**src/rtl/gcd_stein_unit.sv**
```systemverilog
// Binary (Stein) GCD engine with a start/busy/done handshake.
// Zero operands finish straight from IDLE; nonzero pairs run one REDUCE rule per clock.
module gcd_stein_unit #(
    parameter int WIDTH = 8
) (
    input  logic             clk,
    input  logic             rst,
    input  logic             start,
    input  logic [WIDTH-1:0] a,
    input  logic [WIDTH-1:0] b,
    output logic             busy,
    output logic             done,
    output logic [WIDTH-1:0] out
);

    localparam int KW = $clog2(WIDTH + 1);

    typedef enum logic {
        IDLE,
        REDUCE
    } state_t;

    state_t           state, state_n;
    logic [WIDTH-1:0] x, x_n;
    logic [WIDTH-1:0] y, y_n;
    logic [KW-1:0]    k, k_n;
    logic [WIDTH-1:0] out_n;
    logic             done_n;

    always_ff @(posedge clk or posedge rst) begin
        if (rst) begin
            state <= IDLE;
            x     <= '0;
            y     <= '0;
            k     <= '0;
            out   <= '0;
            done  <= 1'b0;
        end else begin
            state <= state_n;
            x     <= x_n;
            y     <= y_n;
            k     <= k_n;
            out   <= out_n;
            done  <= done_n;
        end
    end

    // k counts the common factors of two removed; it restores them on completion
    always_comb begin
        state_n = state;
        x_n     = x;
        y_n     = y;
        k_n     = k;
        out_n   = out;
        done_n  = 1'b0;
        unique case (state)
            IDLE: begin
                if (start) begin
                    if (a == '0 || b == '0) begin
                        out_n  = a | b;
                        done_n = 1'b1;
                    end else begin
                        x_n     = a;
                        y_n     = b;
                        k_n     = '0;
                        state_n = REDUCE;
                    end
                end
            end
            REDUCE: begin
                if (!x[0] && !y[0]) begin
                    x_n = x >> 1;
                    y_n = y >> 1;
                    k_n = k + KW'(1);
                end else if (!x[0]) begin
                    x_n = x >> 1;
                end else if (!y[0]) begin
                    y_n = y >> 1;
                end else if (x == y) begin
                    out_n   = x << k;
                    done_n  = 1'b1;
                    state_n = IDLE;
                end else if (x > y) begin
                    x_n = (x - y) >> 1;
                end else begin
                    y_n = (y - x) >> 1;
                end
            end
            default: state_n = IDLE;
        endcase
    end

    assign busy = (state == REDUCE);

endmodule

```
**config.mk**
```make
export PLATFORM = sky130hd
export DESIGN_NAME = gcd_stein_unit
export DESIGN_NICKNAME = d
export VERILOG_FILES = /design/src/rtl/gcd_stein_unit.sv
export SDC_FILE = /design/constraint.sdc
export NUM_CORES = 1
export LEC_CHECK = 0
export BUFFER_PORTS_ARGS = -buffer_cell sky130_fd_sc_hd__buf_2
export CAP_MARGIN = 20
export CORE_MARGIN = 3
export CORE_UTILIZATION = 44
export DETAILED_ROUTE_END_ITERATION = 8
export MAX_ROUTING_LAYER = met4
export PLACE_DENSITY_LB_ADDON = 0.2
export SYNTH_ARGS = -nofsm -noshare
export SYNTH_HDL_FRONTEND = slang
export SYNTH_SLANG_ARGS = --single-unit
```
**constraint.sdc**
```tcl
create_clock -name clk -period 3.22 [get_ports clk]
set_input_delay 0.322 -clock clk [delete_from_list [all_inputs] [get_ports clk]]
set_output_delay 0.322 -clock clk [all_outputs]
set_load 0.05 [all_outputs]
```
==> impl_metrics.env <==
export IMPL_cts_buffers=5
export IMPL_cts_hold_buf=0
export IMPL_synth_cells=299
export IMPL_drv_cap=0
export IMPL_min_period_over_period=0.861
export IMPL_grt_pass1_vias=2356
export IMPL_cellInternalPower_mw=1.51
export IMPL_tightest_slew_ns=0.633
export IMPL_avgSynthCellArea_um2=8.71
export IMPL_fin_cells=395
export IMPL_hold_path_class="input port to async pin"
export IMPL_cts_sinks=30
export IMPL_vias=2452
export IMPL_cts_buffer_depth=2
export IMPL_setup_violations=0
export IMPL_design_core_area_mm2=0.00561
export IMPL_cts_repair_resized=0
export IMPL_p_comb_frac=0.671
export IMPL_drive_gt1_frac=0.198
export IMPL_dp_cells=387
export IMPL_required_ns=3.38
export IMPL_critPathArrivalTime_ns=2.93
export IMPL_fp_dieH_um=82.9
export IMPL_synth_top_family_by_area="compound AO/OA/AOI/OAI gates"
export IMPL_seq_area_frac_synth=0.288
export IMPL_synth_seq_cells=30
export IMPL_finalWirelength_um=7490
export IMPL_gp_congestion=0.918
export IMPL_num_io_pins=29
export IMPL_grt_max_degree=38
export IMPL_portBuffers=28
export IMPL_start_kind="flop"
export IMPL_layout_nets=360
export IMPL_grt_usage=0.222
export IMPL_via_per_inst=6.21
export IMPL_rrSetupSlack_ns=0.45
export IMPL_slew_headroom=0.578
export IMPL_min_period_ns=2.77
export IMPL_netlist_top_cells_area="dfrtp_1 (29%), ha_1 (8.2%), o21ai_0 (5.4%)"
export IMPL_die_area_mm2=0.00688
export IMPL_swShare=0.514
export IMPL_cts_tree="done"
export IMPL_dp_hpwl_um=5690
export IMPL_fin_setup_tns_ns=0
export IMPL_synth_simple_gate_area_frac=0.161
export IMPL_rsz0062_at_grt="false"
export IMPL_path_max_fanout=7
export IMPL_cpMaxStageDelayCell="dfrtp_1"
export IMPL_synth_net_count=337
export IMPL_initial_core_util=0.464
export IMPL_synth_compound_area_frac=0.293
export IMPL_peakVddDrop_v=0.000470
export IMPL_p_switching_mw=1.60
export IMPL_finalMaxSlewViolations=0
export IMPL_firstDrtPassIters=5
export IMPL_reg2regPathDepth=9
export IMPL_syn_cell_area_mm2=0.00260
export IMPL_leakage_nw=1.23
export IMPL_path_cells="inv_1, ha_1, fa_1, nand2b_1, a21o_1, a21oi_2, nor2_2, o21ai_4, mux2_2"
export IMPL_mostFrequentLayoutCells="dfrtp_1 (30), nor2_1 (28), o21ai_0 (28), buf_2 (28), nand2_1 (23)"
export IMPL_routedWlPerCell_um=19.0
export IMPL_synthFlopType="dfrtp_1"
export IMPL_synthArstFlopShare=1.00
export IMPL_ant_nets=0
export IMPL_htree_levels=2
export IMPL_insertedDiodeCount=0
export IMPL_pwr_share_clk=0.100
export IMPL_synth_enable_flop_cells=0
export IMPL_chipWidth_um=82.9
export IMPL_drt_iter0_drc=240
export IMPL_r2r_start="x[0]"
export IMPL_finClkSkew_ns=0.00260
export IMPL_criticalPathCategory="flop to flop"
export IMPL_r2r_end="y[2]"
export IMPL_synth_largest_area_cell="dfrtp_1"
export IMPL_synth_top_cell_area_share=0.288
export IMPL_status="finished clean"
export IMPL_grt_pass1_wl_um=12200
export IMPL_synth_cell_types=60
export IMPL_cts_root_buf="clkbuf_8"
export IMPL_synth_adder_area_share=0.0971
export IMPL_critPathMaxStageDelay_ns=0.43
export IMPL_grt_ovfl_total=0
export IMPL_antenna_found_initial=0
export IMPL_post_cts_buffers=0
export IMPL_pwr_share_seq=0.229
export IMPL_area_growth_pct=9.90
export IMPL_yosys_area_share_xor_xnor=0.0235
export IMPL_cp_end_kind="flop"
export IMPL_timing_fmax_ghz=0.361
export IMPL_fp_row_count=27
export IMPL_layout_commonest_cell="dfrtp_1"
export IMPL_clk_latency_ns=0.27
export IMPL_p_per_area_mw_per_mm2=1090
export IMPL_drc=0
export IMPL_synth_yosys_warnings=0
export IMPL_synthMuxAreaShare=0.0750
export IMPL_finalHoldViolCount=0
export IMPL_path_clk_slew_ns=0.06
## flip-flops by register name, indices dropped and copies added (netlist names)
register / flops
out: 8
y: 8
busy: 1
x: 8
k: 4
done: 1
## cells by family (layout without fill, tap and decap cells)
| kind of cell | after synthesis | in the layout |
|---|---|---|
| mux | 16 | 16 |
| simple gates | 86 | 86 |
| buf+inv | 35 | 59 |
| fa+ha+maj | 19 | 19 |
| compound gates | 106 | 106 |
| xor+xnor | 7 | 7 |
| flops | 30 | 30 |
## cell type report
| cell class | instances | area [um2] |
|---|---|---|
| fillers | 549 | 2750 |
| multi-input cells | 234 | 1690 |
| flip-flops and latches | 30 | 751 |
| repair buffers | 31 | 163 |
| well taps | 72 | 90.1 |
| clock buffers | 7 | 86.3 |
| inverters | 20 | 75.1 |
| clock inverters | 1 | 5.00 |
## per-stage QoR
step | setup WS, ns | area, um2 | util | power, mW | hold WS (ns)
2_1_floorplan | 0.735 | 2600 | - | 2.36 | 0.413
3_3_place_gp | 0.574 | 2770 | 0.494 | 2.76 | 0.420
3_5_place_dp | 0.493 | 2770 | 0.494 | 2.76 | 0.425
4_1_cts | 0.477 | 2860 | 0.510 | 3.09 | 0.127
5_1_grt | 0.311 | 2860 | 0.510 | 3.37 | 0.144
6_report | 0.448 | 2860 | 0.510 | 3.11 | 0.115
## worst max-delay path: cells and delay by family (launching register included)
kind	cells	cell delay, ns
buffers and inverters	1	0.15
flip-flops	1	0.43
AO/OA/AOI/OAI	3	0.74
adder cells (fa/ha/maj)	2	0.65
AND/OR/NAND/NOR	2	0.32
multiplexers	1	0.36
## worst max path at each step
stage | startpoint | to | slack, ns | cells after the start
6_report | x[0] | y[2] | 0.45 | 9
2_1_floorplan | x[0] | y[2] | 0.73 | 9
3_3_place_gp | x[0] | y[2] | 0.57 | 9
3_5_place_dp | x[0] | y[2] | 0.49 | 9
5_1_grt | x[0] | y[3] | 0.31 | 9
4_1_cts | x[0] | y[2] | 0.48 | 9
## power by group through the flow
stage | combinational (mW) | sequential [mW] | clock [mW]
after detailed placement | 2.05 | 0.712 | 0
after floorplan | 1.61 | 0.750 | 0
after global placement | 2.06 | 0.703 | 0
after CTS | 2.06 | 0.706 | 0.319
after global routing | 2.30 | 0.735 | 0.335
final | 2.09 | 0.714 | 0.310
## routing by layer
layer / vias up / share of wire / global-route usage
met3: 11 / 0.060 / 0.0317
met4: 0 / 0.013 / 0.0505
met5: - / 0 / -
met2: 103 / 0.45 / 0.319
met1: 1189 / 0.48 / 0.330
li1: 1149 / - / -
## synth_stat cells (3+ instances only)
master,instances
o22ai_1,4
o31ai_1,4
nand2_1,23
o21a_1,6
buf_4,3
a221oi_1,5
a31oi_1,6
a211oi_1,5
o2bb2ai_1,3
inv_1,20
mux2i_1,6
mux2_2,8
nor2_2,3
nor4_1,5
dfrtp_1,30
buf_2,3
ha_1,17
nor3_1,4
nand2b_1,5
clkbuf_1,6
or3_1,4
o22a_1,4
xnor2_1,5
o21ai_0,28
a21oi_1,15
a22oi_1,3
nor2_1,28
o221ai_1,3
No activity file was read; power rests on OpenSTA's default activity.
